## src/rtl/wb_slave_mux.sv

```systemverilog
// N-channel Wishbone decode/gating mux, registered response (slave ack at t -> master ack at t+1), timeout watchdog, sticky faults.
// Master holds stb until ack (no other backpressure); optional status register under `WB_MUX_STATUS_EN`.
module wb_slave_mux #(
  parameter int                  N_SLV       = 6,
  parameter int                  DW          = 32,
  parameter int                  AW          = 32,
  parameter logic [N_SLV*AW-1:0] SLV_BASE    = {N_SLV{32'h3000_0000}},
  parameter logic [N_SLV*AW-1:0] SLV_MASK    = {N_SLV{32'hFFFF_F000}},
  parameter int                  TIMEOUT_CYC = 255,
  parameter logic [DW-1:0]       ERR_DATA    = 32'hDEAD_BEEF
`ifdef WB_MUX_STATUS_EN
  , parameter logic [AW-1:0]     STATUS_ADDR = 32'h3000_FF00
`endif
) (
  input  logic                wb_clk_i,
  input  logic                wb_rst_i,
  input  logic                wbs_cyc_i,
  input  logic                wbs_stb_i,
  input  logic                wbs_we_i,
  input  logic [3:0]          wbs_sel_i,
  input  logic [AW-1:0]       wbs_adr_i,
  input  logic [DW-1:0]       wbs_dat_i,
  output logic                wbs_ack_o,
  output logic [DW-1:0]       wbs_dat_o,
  output logic [N_SLV-1:0]    s_cyc_o,
  output logic [N_SLV-1:0]    s_stb_o,
  input  logic [N_SLV-1:0]    s_ack_i,
  input  logic [N_SLV*DW-1:0] s_dat_i,
  output logic [2:0]          err_o,
  input  logic                err_clr_i
);

  localparam int SW = (N_SLV > 1) ? $clog2(N_SLV) : 1;
  localparam int CW = $clog2(TIMEOUT_CYC);

  typedef enum logic [1:0] {IDLE, BUSY, RESP} state_t;

  state_t            state_q, state_d;
  logic [SW-1:0]     sel_q, hit_idx;
  logic              hit_any, req, sel_ack, tmo, status_hit, status_clr;
  logic [N_SLV-1:0]  sel_oh, busy_oh;
  logic [DW-1:0]     sel_dat, resp_q, status_word;
  logic [CW-1:0]     cnt_q;
  logic [2:0]        err_q, err_set;

  // Slaves see sel and write data straight from the master.
  logic unused_ok;
  assign unused_ok = ^{wbs_sel_i, wbs_dat_i};

  assign req = wbs_cyc_i & wbs_stb_i;
  assign tmo = (cnt_q == CW'(TIMEOUT_CYC - 1));

  // Scan downwards so the lowest-index hit is the one left standing.
  always_comb begin
    hit_any = 1'b0;
    hit_idx = '0;
    for (int i = N_SLV - 1; i >= 0; i--) begin
      if ((wbs_adr_i & SLV_MASK[i*AW +: AW]) == SLV_BASE[i*AW +: AW]) begin
        hit_any = 1'b1;
        hit_idx = SW'(i);
      end
    end
  end

  always_comb begin
    sel_oh  = '0;
    sel_dat = '0;
    for (int i = 0; i < N_SLV; i++) begin
      if (sel_q == SW'(i)) begin
        sel_oh[i] = 1'b1;
        sel_dat   = s_dat_i[i*DW +: DW];
      end
    end
  end

  assign busy_oh = (state_q == BUSY) ? sel_oh : '0;
  assign sel_ack = |(s_ack_i & sel_oh);

`ifdef WB_MUX_STATUS_EN
  logic [3:0] fault_chan_q;
  assign status_hit  = (wbs_adr_i == STATUS_ADDR);
  assign status_word = DW'({16'b0, fault_chan_q, 9'b0, err_q});

  always_ff @(posedge wb_clk_i or negedge wb_rst_i) begin
    if (!wb_rst_i)
      fault_chan_q <= '0;
    else if (err_set[1])
      fault_chan_q <= 4'(sel_q);
    else if (err_set[0])
      fault_chan_q <= 4'hF;
  end
`else
  assign status_hit  = 1'b0;
  assign status_word = '0;
`endif

  assign status_clr = (state_q == IDLE) & req & status_hit & wbs_we_i & wbs_dat_i[0];

  assign err_set[0] = (state_q == IDLE) & req & ~status_hit & ~hit_any;
  assign err_set[1] = (state_q == BUSY) & wbs_cyc_i & ~sel_ack & tmo;
  assign err_set[2] = |(s_ack_i & ~busy_oh);

  always_ff @(posedge wb_clk_i or negedge wb_rst_i) begin
    if (!wb_rst_i)
      state_q <= IDLE;
    else
      state_q <= state_d;
  end

  always_comb begin
    state_d = state_q;
    case (state_q)
      IDLE: if (req) state_d = (status_hit || !hit_any) ? RESP : BUSY;
      BUSY: begin
        if (!wbs_cyc_i)         state_d = IDLE;
        else if (sel_ack || tmo) state_d = RESP;
      end
      RESP:    state_d = IDLE;
      default: state_d = IDLE;
    endcase
  end

  always_comb begin
    wbs_ack_o = (state_q == RESP);
    wbs_dat_o = (state_q == RESP) ? resp_q : '0;
    s_cyc_o   = wbs_cyc_i ? busy_oh : '0;
    s_stb_o   = wbs_stb_i ? busy_oh : '0;
    err_o     = err_q;
  end

  always_ff @(posedge wb_clk_i or negedge wb_rst_i) begin
    if (!wb_rst_i) begin
      sel_q  <= '0;
      cnt_q  <= '0;
      resp_q <= '0;
      err_q  <= '0;
    end else begin
      if (state_q == IDLE && req) begin
        sel_q <= hit_idx;
        cnt_q <= '0;
        if (status_hit)
          resp_q <= wbs_we_i ? '0 : status_word;
        else if (!hit_any)
          resp_q <= ERR_DATA;
      end
      if (state_q == BUSY) begin
        cnt_q <= cnt_q + CW'(1);
        if (sel_ack)
          resp_q <= wbs_we_i ? '0 : sel_dat;
        else if (tmo)
          resp_q <= ERR_DATA;
      end
      // A fault raised in the clearing cycle survives the clear.
      err_q <= (err_q & ~{3{err_clr_i | status_clr}}) | err_set;
    end
  end

endmodule
```

## config.mk

```make
export PLATFORM = sky130hd
export DESIGN_NAME = wb_slave_mux
export DESIGN_NICKNAME = d
export VERILOG_FILES = /design/src/rtl/wb_slave_mux.sv
export SDC_FILE = /design/constraint.sdc
export NUM_CORES = 1
export LEC_CHECK = 0
export ABC_AREA = 0
export BUFFER_PORTS_ARGS = -buffer_cell sky130_fd_sc_hd__buf_2
export CORE_AREA = 8 8 117 119
export DETAILED_ROUTE_END_ITERATION = 6
export DIE_AREA = 0 0 125 127
export SETUP_SLACK_MARGIN = 0.4
export SYNTH_ARGS = -nofsm -noshare
export SYNTH_HDL_FRONTEND = slang
export SYNTH_SLANG_ARGS = --single-unit
```

## constraint.sdc

```tcl
create_clock -name wb_clk_i -period 1.8 [get_ports wb_clk_i]
set_clock_uncertainty 0.1 [all_clocks]
set_input_delay 0.18 -clock wb_clk_i [delete_from_list [all_inputs] [get_ports wb_clk_i]]
set_output_delay 0.18 -clock wb_clk_i [all_outputs]
set_load 0.05 [all_outputs]
```

Word-level counts from Yosys, hierarchy flattened
Cells that the tools add are included.
{"block": "totals", "inputBits": 272, "output_inout_bits": 48, "elab_cells": 48, "register_bits": 45}
{"block": "op_classes", "muxes": 18, "eq_ne": 6, "n_addsub": 1, "n_reduce_logical": 6, "n_bitwise": 13}
{"cell": "two-way mux 32 bit", "n": 7}
{"cell": "equality test 20 x 18 -> 1 bit, second input constant", "n": 1}
{"cell": "two-way mux 8 bit", "n": 2}
{"cell": "adder 8 x 1 -> 8 bit, second input constant", "n": 1}
{"cell": "equality test 8 bit, second input constant", "n": 1}
{"cell": "two-way mux 2 bit", "n": 4}
{"cell": "AND 1 bit", "n": 6}
{"cell": "AND 6 bit", "n": 1}
{"cell": "NOT 1 -> 6 bit", "n": 1}
{"cell": "OR reduction 6 bit", "n": 1}
{"cell": "two-way mux 1 bit", "n": 4}
{"cell": "case mux 2 bit (2 select lines)", "n": 1}
{"cell": "AND 3 bit", "n": 1}
{"cell": "inequality test 3 bit, second input constant", "n": 1}
{"cell": "NOT 3 bit", "n": 1}
{"cell": "bitwise OR 3 bit", "n": 1}
{"cell": "equality test 2 x 1 -> 1 bit, second input constant", "n": 1}
{"cell": "equality test 2 bit, second input constant", "n": 1}
{"cell": "zero test 2 bit", "n": 1}
{"cell": "inequality test 2 bit, second input constant", "n": 1}
{"cell": "NOT 1 bit", "n": 2}
{"cell": "AND reduction 2 bit", "n": 1}
{"cell": "nonzero test 2 bit", "n": 1}
{"cell": "logical AND 1 bit", "n": 1}
{"cell": "logical OR 1 bit", "n": 1}

Logic depth before layout (Yosys ltp)
Gate-level depths: netlist (run 1).
{"block": "depth", "word_depth": 7, "mapped_depth": 6, "mapped_depth_nobuf": 5}

Worst setup path after synthesis (run 1)
Ideal clock, no wire load.
{"block": "synth_timing", "kind": "flip-flop to output port", "start": "reg state_q[0]", "end": "out wbs_dat_o[22]", "path_buffers": 1, "arrival_ps": 1738, "path_stages_with_launch": 4, "slack_ps": -218, "t_required_ps": 1520, "path_cell_list": "dfrtp_1 nor2b_1 clkbuf_1 and2_1"}
{"block": "synth_via", "elab_chain_len": 2}
{"item": "from (decl)", "line": "38", "source": "state_t state_q, state_d;"}
{"item": "from (signal assigned)", "line": "107", "source": "state_q <= state_d;"}
{"item": "equality test 2 bit"}
{"item": "via wbs_ack_o", "line": "23", "source": "output logic wbs_ack_o,"}
{"item": "two-way mux 32 bit", "line": "125", "source": "wbs_dat_o = (state_q == RESP) ? resp_q : '0;"}
{"item": "to (decl)", "line": "24", "source": "output logic [DW-1:0] wbs_dat_o,"}
The timed path passes the listed nets, and every way through them passes these cells.

Final worst setup path (run 1)
{"block": "layout_timing", "start": "reg state_q[0]", "end": "out wbs_dat_o[18]"}
{"block": "layout_via", "elab_chain_len": 2}
{"item": "equality test 2 bit", "line": "125"}
{"item": "two-way mux 32 bit", "line": "125"}
Every way passes these cells.

==> results of run 1 <==
==> power by group <==
| group | switching [W] | internal (W) |
|---|---|---|
| clock network | 0.000362 | 0.000496 |
| registers | 0.00000232 | 0.00102 |
| logic | 0.000345 | 0.000245 |
==> worst max-delay path: stages (launching register included) <==
cell       delay (ns)
dfrtp_2          0.44
nor2b_4          0.13
buf_6            0.13
clkbuf_16        0.15
and2_4           0.14
buf_8            0.14
==> layout by cell type (no fill, tap or decap), types with 3 or more instances in the layout <==
cell type	Yosys	final
buf_2	1	66
dfrtp_1	45	44
buf_8	0	34
and2_4	0	33
inv_1	29	28
o21ai_0	27	25
buf_4	11	20
o31a_1	19	19
conb_1	1	10
a32o_1	9	9
buf_6	3	8
clkbuf_16	0	6
o31a_2	5	5
buf_12	0	5
nor2_4	1	4
o21ai_1	3	4
nor4_1	3	3
o211ai_1	3	3
o31ai_1	3	3
nand3_1	4	3
==> stage by stage <==
step                hold WS (ns)  power (W)
finish                    0.0175    0.00247
global route              0.0182    0.00256
CTS                       0.0136    0.00247
detailed placement         0.153    0.00148
global placement           0.145    0.00148
floorplan                 -0.216    0.00133
==> cell type report <==
type,count,share of cell area [%]
multi-input combinational,157,32.1
tap,147,4.47
timing repair buffer,136,30.2
inverter,29,2.65
clock inverter,1,0.122
sequential,45,27.4
clock buffer,5,3.04
==> repair_timing <==
item | 4_1_cts | 5_1_grt
resized for setup | 128 | 18
hold buffers | 1 | 0
endpoints found under the setup margin | 72 | 74
buffers inserted | 21 | 6
gates cloned | 4 | 1
pin swaps | 8 | 18
hold endpoints to repair | 27 | 0
==> state kept, by name (all words and copies together), names as in the netlist <==
signal	count
err_o	3
state_q	2
cnt_q	8
resp_q	32
==> path summary, 6_finish.rpt <==
kind	from	to	cells past startpoint
worst max-delay path	state_q[0]	wbs_dat_o[18]	5
worst min-delay path	s_ack_i[5]	err_o[2]	3
worst max register to register	cnt_q[3]	resp_q[16]	6
worst min register to register	err_o[0]	err_o[0]	1
max in group asynchronous	wb_rst_i	resp_q[7]	3
min in group asynchronous	wb_rst_i	resp_q[26]	2
==> per-layer routing <==
metal / part of all wire [%] / global-route usage [%] / vias to the layer above
li1: - / - / 1106
met1: 39 / 11.8 / 1191
met2: 55 / 21.1 / 83
met3: 5.5 / 3.04 / 4
met4: 0.58 / 1.50 / 0
met5: 0 / 0 / -
==> cells by family (layout without fill, tap and decap cells) <==
family / Yosys count / after routing / synth area share [%]
AO/OA/AOI/OAI: 80 / 81 / 25.0
XOR/XNOR: 1 / 1 / 0.358
flip-flops: 45 / 45 / 46.1
adder cells (fa/ha/maj): 2 / 2 / 1.02
buffers and inverters: 51 / 171 / 10.5
AND/OR/NAND/NOR: 61 / 63 / 16.9
other: 1 / 10 / 0.153
==> results.tsv, run 1 <==
stage	metric	value	unit
outcome	outcome	finished clean	
cells_and_area	nFillCells	1155	
yosys	syn_inst	241	
setup_path	cp-end-kind	output port	
timing	tightest_slew	0.672	ns
place	dpl.hpwl	5.93	mm
cells_and_area	num_antenna_cells	0	
yosys	ys_warn_count	0	
grt	antenna_found_initial	0	
die	die_area	15900	µm²
run	drv_cap	0	
clocking	path_clk_slew	0.06	ns
timing	clock.fmax	589	MHz
clocking	numCtsBuffers	5	
die	floorplan.die.height	127	µm
pwr	power-per-cell-area	599	nW/µm²
timing	tns	0	ns
grt	overflow	0	
setup_path	rrSetupSlack	0.18	ns
yosys	async_flop_share	100	%
clocking	h-tree-depth	2	
pwr	leakagePower	1.86	nW
place	dp.cells	481	
timing	rsz0062_at_grt	true	
setup_path	crit_type	flop to output port	
grt	grt_start_max_net_pins	30	
yosys	synth_edf_count	0	
route	drtIter0Drc	120	
yosys	yosys-top-cells-area	dfrtp_1 (46%), and2_1 (8.4%), o31a_1 (6.8%)	
cells_and_area	area_growth	68.3	%
cells_and_area	instances_no_fill	520	
timing	fin_crit	1.70	ns
die	die_w	125	µm
route	drt_first_pass_iters	4	
yosys	syn_avg_cell_area	10.1	µm²
cells_and_area	drive_gt1_share	55.5	%
grt	track_usage	10.9	%
timing	setup_slack	0.103	ns
yosys	syn-cell-area	2440	µm²
place	portBuffers	101	
cells_and_area	ff_latch_area	1130	µm²
pwr	vdd_ir_drop_max	0.354	mV
place	place_congestion	0.799	
cells_and_area	fin_nets	648	
timing	period_share	94.3	%
yosys	synth_cell_types	44	
place	place_area	3180	µm²
grt	grt_pass1_vias	2690	
route	viasPerCell	4.58	
clocking	worstSkewPairLatency	0.28	ns
yosys	yosysMostFrequentCell	dfrtp_1	
timing	drv_slew	0	
setup_path	start_kind	flop	
die	rows	40	
yosys	synth_flop_cell	dfrtp_1	
yosys	synth.top_cells.by_count	dfrtp_1 (45), and2_1 (33), inv_1 (29)	
cells_and_area	final_area	4110	µm²
timing	hold_viol	0	
route	ant_nets	0	
route	drt_wl_total	9.09	mm
timing	setup_viol	0	
clocking	cts_root_buf	clkbuf_16	
clocking	clock_sinks	45	
route	drc_errors	0	
setup_path	cp_max_fo	8	
place	place_ws	0.0591	ns
timing	slew_headroom	55.2	%
setup_path	arrival	1.42	ns
yosys	synth_top_cell_by_area	dfrtp_1	
route	wl_per_cell	17.5	µm
yosys	ys_ff_latch	45	
cells_and_area	multi_input_comb_area	1320	µm²
die	start_util	20.7	%
setup_path	critical_path_required	1.52	ns
die	ios	320	
yosys	synth.top_cell.area_share	46.1	%
grt	grt_first_pass_wirelength	14.2	mm
die	core	11800	µm²
yosys	yosysSeqAreaShare	46.1	%
clocking	cts_buffer_depth	2	
cells_and_area	final_core_util	34.8	%
worst_hold_path	hold_class	primary input to flop	
clocking	tritoncts	built	
route	via_count	2384	
Note: power is estimated with default switching activity, not from simulation.
==> inputs of run 2 (changes only) <==
Settings changed: BUFFER_PORTS_ARGS -buffer_cell sky130_fd_sc_hd__buf_2 to unset, CELL_PAD_IN_SITES_DETAIL_PLACEMENT set to 1, CELL_PAD_IN_SITES_GLOBAL_PLACEMENT set to 2, CORE_AREA 8 8 117 119 to 8 8 119 121, DIE_AREA 0 0 125 127 to 0 0 127 129, DONT_BUFFER_PORTS set to 1, PLACE_DENSITY_LB_ADDON set to 0.1.
==> run 2 against run 1 <==
  * Via count down 8.3%
  * Maximum frequency down 4.8%
  * Non-clock buffer count down 45
  * Design area down 1.9%
  * Core utilization down 2.1 points
  * Largest cell class unchanged
==> results.tsv, run 2 (same netlist as run 1, synthesis figures left out) <==
stage	metric	value	unit	change
outcome	outcome	finished clean		
cells_and_area	final_cell_mix	dfrtp_1 (44), and2_4 (33), inv_1 (28)		
grt	grt_first_pass_wirelength	15.7	mm	+11%
route	viasPerCell	4.55		-0.71%
pwr	p_comb_share	20.3	%	-3.6 points
grt	overflow	0		unchanged
die	die_w	127	µm	+1.6%
grt	grt_start_max_net_pins	46		+53%
cells_and_area	drive_gt1_share	44.2	%	-11 points
timing	setup_slack	0.0187	ns	-0.0846 ns
clocking	h-tree-depth	2		unchanged
worst_hold_path	hold_class	primary input to flop		
route	via_count	2185		-8.3%
die	floorplan.die.height	129	µm	+1.6%
cells_and_area	nFillCells	1361		+18%
worst_hold_path	hold_end	resp_q[18]		
pwr	leakagePower	1.72	nW	-7.8%
setup_path	arrival	1.50	ns	+0.08 ns
place	portBuffers	0		-100%
setup_path	start_kind	flop		
pwr	switching_share	28.5	%	-0.25 points
setup_path	cp_max_fo	5		-3
clocking	clock_sinks	45		unchanged
setup_path	reg2reg_to	resp_q[0]		
run	drv_cap	0		unchanged
timing	drv_slew	0		unchanged
worst_hold_path	min_from	wbs_we_i		
timing	slew_headroom	66.7	%	+11 points
setup_path	cp.buffers_inverters	2		-1
die	die_area	16400	µm²	+3.2%
cells_and_area	largest_reg_flops	32		unchanged
setup_path	path_cells	nor2b_4, buf_4, buf_16, and2_4		
grt	grt_pass1_vias	2497		-7.2%
place	place_ws	0.0120	ns	-0.0472 ns
cells_and_area	layout_commonest_cell	dfrtp_1		
setup_path	rrSetupSlack	0.06	ns	-0.12 ns
die	rows	41		+2.5%
cells_and_area	num_antenna_cells	0		unchanged
setup_path	cp_top_family	simple AND/OR/NAND/NOR gates		
cells_and_area	fin_nets	603		-6.9%
route	drtIter0Drc	147		+23%
place	dpl.hpwl	6.35	mm	+7.1%
clocking	tritoncts	built		
die	start_util	19.9	%	-0.84 points
timing	clock.fmax	561	MHz	-4.8%
clocking	path_clk_slew	0.06	ns	about the same
timing	fin_crit	1.78	ns	+0.0846 ns
grt	antenna_found_initial	0		unchanged
route	ant_nets	0		unchanged
pwr	p_switching	0.000724	W	+2.1%
grt	track_usage	12.8	%	+1.9 points
place	place_area	2800	µm²	-12%
setup_path	critical_path_required	1.52	ns	about the same
setup_path	crit_type	flop to output port		
setup_path	crit_path_top_delay_cell	dfrtp_1		
route	drc_errors	0		unchanged
pwr	clock_power_share	39.2	%	+4.4 points
timing	hold_viol	0		unchanged
cells_and_area	area_growth	65.0	%	
pwr	p_int	0.00182	W	+3.3%
setup_path	worstRegToRegCells	9		+3
die	ios	320		unchanged
timing	tightest_slew	0.500	ns	-0.172 ns
clocking	worstSkewPairLatency	0.29	ns	about the same
cells_and_area	top_register	resp_q		
timing	rsz0062_at_grt	true		
clocking	cts_root_buf	clkbuf_16		
clocking	cts_buffer_depth	2		unchanged
cells_and_area	final_area	4040	µm²	-1.9%
setup_path	worstReg2RegStart	state_q[0]		
clocking	numCtsBuffers	5		unchanged
route	drt_first_pass_iters	4		unchanged
route	drt_wl_total	11.0	mm	+22%
worst_hold_path	whs_path_depth	2		-1
pwr	seq_power_share	40.4	%	-0.9 points
timing	period_share	99.0	%	+4.7 points
setup_path	max_stage_delay	0.40	ns	-0.04 ns
route	wl_per_cell	23.0	µm	+32%
pwr	total_power	0.00254	W	+3.0%
cells_and_area	final_core_util	32.8	%	-2.1 points
setup_path	cp-end-kind	output port		
pwr	vdd_ir_drop_max	0.297	mV	-16%
timing	setup_viol	0		unchanged
timing	tns	0	ns	unchanged
pwr	power-per-cell-area	629	nW/µm²	+5.0%
die	core	12300	µm²	+4.2%
place	place_congestion	0.707		-12%
-- run 2: layer usage --
layer | GRT usage [%] | routed length (µm) | vias up
li1 | - | - | 1021
met1 | 16.6 | 4920 | 1074
met4 | 3.36 | 97 | 0
met3 | 4.47 | 884 | 6
met2 | 19.9 | 5140 | 84
met5 | 0 | 0 | -
-- run 2: power groups by stage --
stage | combinational, W | clock [W] | sequential [W]
after detailed placement | 0.000315 | 0 | 0.00105
after global placement | 0.000315 | 0 | 0.00105
final | 0.000516 | 0.000996 | 0.00103
after floorplan | 0.000283 | 0 | 0.00104
after CTS | 0.000491 | 0.00103 | 0.00103
after global routing | 0.000544 | 0.00107 | 0.00103
-- run 2: worst max-delay path by stage --
stage,cells after the start,slack (ns),start,to
CTS,4,0.03,state_q[0],wbs_dat_o[31]
finish,4,0.02,state_q[1],wbs_dat_o[19]
global route,4,-0.04,state_q[1],wbs_dat_o[19]
global placement,4,0.02,cnt_q[5],resp_q[31]
detailed placement,4,0.01,cnt_q[5],resp_q[0]
floorplan,6,0.27,cnt_q[0],resp_q[3]
-- run 2: final cells by class --
| class | instances | area, µm² | area share, % |
|---|---|---|---|
| Multi-Input combinational cell | 157 | 1340 | 33.1 |
| Sequential cell | 45 | 1130 | 27.9 |
| Timing Repair Buffer | 91 | 1120 | 27.7 |
| Tap cell | 150 | 188 | 4.65 |
| Clock buffer | 7 | 153 | 3.78 |
| Inverter | 29 | 109 | 2.70 |
| Clock inverter | 1 | 5.00 | 0.124 |
-- run 2: worst reg2reg max path, delay by kind of cell, from the launching register on --
| kind | cells | cell delay [ns] |
|---|---|---|
| buffers and inverters | 5 | 0.62 |
| DFF | 1 | 0.44 |
| AOI/OAI and AO/OA | 2 | 0.32 |
| and+or+nand+nor | 2 | 0.19 |
-- run 2: metrics by stage --
step	instances	hold slack, ns
after floorplan	250	-0.216
after global placement	396	-0.214
after detailed placement	396	-0.214
after CTS	454	0.000879
after global routing	480	0.0104
final	480	0.00297
-- run 2: timing repair --
action                                 in CTS  in global routing
pin swaps                                  20                 32
cloned                                      8                  4
setup buffers                              19                 21
endpoints found under the hold margin      62                  2
hold buffers                               23                  1
setup endpoints to repair                  74                 77
resized for setup                          37                 34
==> inputs of run 3 (changes only) <==
--- a/config.mk
+++ b/config.mk
@@ -7,4 +7,5 @@
 export LEC_CHECK = 0
 export ABC_AREA = 0
+export CAP_MARGIN = 10
 export CELL_PAD_IN_SITES_DETAIL_PLACEMENT = 1
 export CELL_PAD_IN_SITES_GLOBAL_PLACEMENT = 2
@@ -13,4 +14,5 @@
 export DIE_AREA = 0 0 127 129
 export DONT_BUFFER_PORTS = 1
+export HOLD_SLACK_MARGIN = 0.05
 export PLACE_DENSITY_LB_ADDON = 0.1
 export SETUP_SLACK_MARGIN = 0.4
==> constraint.sdc (replaced) <==
create_clock -name wb_clk_i -period 1.8 [get_ports wb_clk_i]
set_clock_uncertainty 0.1 [all_clocks]
set_input_delay 0.45 -clock wb_clk_i [delete_from_list [all_inputs] [get_ports wb_clk_i]]
set_output_delay 0.45 -clock wb_clk_i [all_outputs]
set_load 0.05 [all_outputs]
==> run 3 against run 2 <==
  * The flow now finishes with violations (hold timing, setup timing)
  * Non-clock buffer count fell by 52
  * First-iteration DRC count fell by 58%
  * Design area fell by 17%
  * Largest power group unchanged
==> results.tsv, run 3 (same netlist as run 1, synthesis figures left out) <==
stage	metric	value	unit	change
die	core	12300	µm²	unchanged
setup_path	crit_type	flop to output port		
timing	fin_crit	1.88	ns	+0.0990 ns
setup_path	start_kind	flop		
setup_path	max_stage_delay	0.43	ns	+0.03 ns
cells_and_area	instances_no_fill	428		-11%
timing	setup_slack	-0.0803	ns	-0.0990 ns
clocking	worstSkewPairLatency	0.28	ns	about the same
clocking	clock_sinks	45		unchanged
cells_and_area	nFillCells	1403		+3.1%
pwr	leakagePower	1.40	nW	-19%
die	die_area	16400	µm²	unchanged
timing	tightest_slew	0.612	ns	+0.112 ns
timing	whs	-0.244	ns	-0.247 ns
run	drv_cap	0		unchanged
pwr	power-per-cell-area	706	nW/µm²	+12%
grt	antenna_found_initial	0		unchanged
outcome	violations	hold timing, setup timing		
die	floorplan.die.height	129	µm	unchanged
place	portBuffers	0		unchanged
pwr	vdd_ir_drop_max	0.371	mV	+25%
setup_path	cp_max_fo	25		+20
place	dpl.hpwl	6.39	mm	+0.65%
route	drt_wl_total	9.34	mm	-15%
grt	grt_start_max_net_pins	46		unchanged
grt	grt_pass1_vias	2252		-9.8%
cells_and_area	final_cell_mix	dfrtp_1 (41), and2_4 (33), inv_1 (28)		
timing	drv_slew	0		unchanged
route	via_count	1978		-9.5%
cells_and_area	area_growth	36.5	%	
route	ant_nets	0		unchanged
timing	rsz0062_at_grt	true		
timing	slew_headroom	58.9	%	-7.7 points
route	drt_first_pass_iters	4		unchanged
route	drtIter0Drc	62		-58%
timing	period_share	104	%	+5.5 points
cells_and_area	layout_commonest_cell	dfrtp_1		
timing	hold_viol	45		+45
setup_path	cp-end-kind	output port		
pwr	switching_share	27.4	%	-1.1 points
cells_and_area	largest_reg_flops	32		unchanged
worst_hold_path	hold_class	primary input to asynchronous set/reset pin		
outcome	outcome	finished, violations left		
die	start_util	19.9	%	unchanged
cells_and_area	drive_gt1_share	43.5	%	-0.72 points
timing	tns	-2.09	ns	-2.09 ns
setup_path	arrival	1.33	ns	-0.17 ns
timing	clock.fmax	532	MHz	-5.3%
pwr	p_comb_share	14.7	%	-5.6 points
clocking	tritoncts	built		
clocking	cts_root_buf	clkbuf_16		
route	viasPerCell	4.62		+1.5%
place	place_congestion	0.687		-2.8%
die	die_w	127	µm	unchanged
timing	setup_viol	34		+34
clocking	path_clk_slew	0.06	ns	about the same
clocking	cts_buffer_depth	2		unchanged
cells_and_area	num_antenna_cells	0		unchanged
setup_path	cp_top_family	flip-flops		
setup_path	crit_path_top_delay_cell	dfrtp_2		
setup_path	critical_path_required	1.25	ns	-0.27 ns
cells_and_area	top_register	resp_q		
pwr	clock_power_share	41.7	%	+2.5 points
grt	grt_first_pass_wirelength	14.2	mm	-9.7%
place	dp.cells	397		+0.25%
cells_and_area	fin_nets	551		-8.6%
route	drc_errors	0		unchanged
pwr	p_int	0.00171	W	-5.8%
die	rows	41		unchanged
route	wl_per_cell	21.8	µm	-5.2%
clocking	numCtsBuffers	5		unchanged
pwr	p_switching	0.000645	W	-11%
die	ios	320		unchanged
clocking	h-tree-depth	2		unchanged
setup_path	cp.buffers_inverters	1		-1
grt	track_usage	11.5	%	-1.4 points
grt	overflow	0		unchanged
pwr	seq_power_share	43.6	%	+3.2 points
setup_path	path_cells	nor2b_4, buf_12, and2_4		
-- run 3: changes by cell type in the layout (fill, tap and decap cells not counted), moves of 2 or more --
cell / before / now
o31a_4: 0 / 2
buf_12: 10 / 3
o21ai_1: 8 / 4
buf_4: 27 / 22
dlygate4sd3_1: 23 / 0
dfrtp_1: 44 / 41
dfrtp_2: 1 / 4
nor2_4: 5 / 3
buf_16: 6 / 0
clkbuf_16: 7 / 5
o21ai_0: 19 / 23
o31a_2: 5 / 3
buf_6: 20 / 11
nor2_2: 0 / 2
-- run 3: layout make-up --
type                    count  area [µm²]  area share, %
flip-flops and latches     45        1130           33.9
inverters                  29         113           3.37
multi-input cells         157        1350           40.6
clock inverters             1        5.00          0.150
repair buffers             39         394           11.8
clock buffers               7         153           4.57
well taps                 150         188           5.62
-- run 3: worst register-to-register path, cell delays in order (launching register included) --
cell     delay, ns
dfrtp_2       0.43
buf_4         0.15
buf_6         0.11
buf_4         0.14
nor2_4        0.09
nand3_4       0.12
a31oi_4       0.18
buf_12        0.16
buf_8         0.13
o31a_1        0.12
-- run 3: final timing paths --
kind	startpoint	end	slack, ns	depth (start not counted)
max in group asynchronous	wb_rst_i	err_o[0]	1.74	0
worst min register to register	resp_q[21]	resp_q[21]	0.41	1
worst max register to register	state_q[0]	resp_q[16]	0.01	9
worst min-delay path	wb_rst_i	resp_q[7]	-0.24	0
min in group wb_clk_i	s_ack_i[0]	state_q[0]	0.16	1
worst max-delay path	state_q[0]	wbs_dat_o[0]	-0.08	3
-- run 3: metrics by stage --
stage,cell area (µm²),total power (W),setup WS (ns),utilization [%]
CTS,3200,0.00241,-0.102,26.0
global route,3340,0.00247,-0.151,27.1
detailed placement,2780,0.00135,-0.122,22.6
finish,3340,0.00236,-0.0803,27.1
floorplan,2610,0.00134,0.150,-
global placement,2780,0.00135,-0.0947,22.6
-- run 3: timing repair --
| item | 4_1_cts | 5_1_grt |
|---|---|---|
| gates resized for setup | 33 | 18 |
| pin swaps | 35 | 11 |
| cloned | 3 | 0 |
| buffers inserted | 14 | 6 |
| setup endpoints to repair | 77 | 80 |
| endpoints found under the hold margin | 45 | 45 |
-- run 3: power by group through the flow --
stage / sequential, W / combinational [W] / clock (W)
finish: 0.00103 / 0.000347 / 0.000982
global route: 0.00103 / 0.000366 / 0.00107
CTS: 0.00103 / 0.000346 / 0.00104
detailed placement: 0.00105 / 0.000307 / 0
global placement: 0.00105 / 0.000307 / 0
floorplan: 0.00104 / 0.000291 / 0
-- run 3: metal layers --
layer	track usage [%]	vias up	share of wire (%)
li1	-	914	-
met2	17.0	82	45
met4	2.73	0	0.56
met1	15.3	980	46
met3	4.51	2	7.6
met5	0	-	0
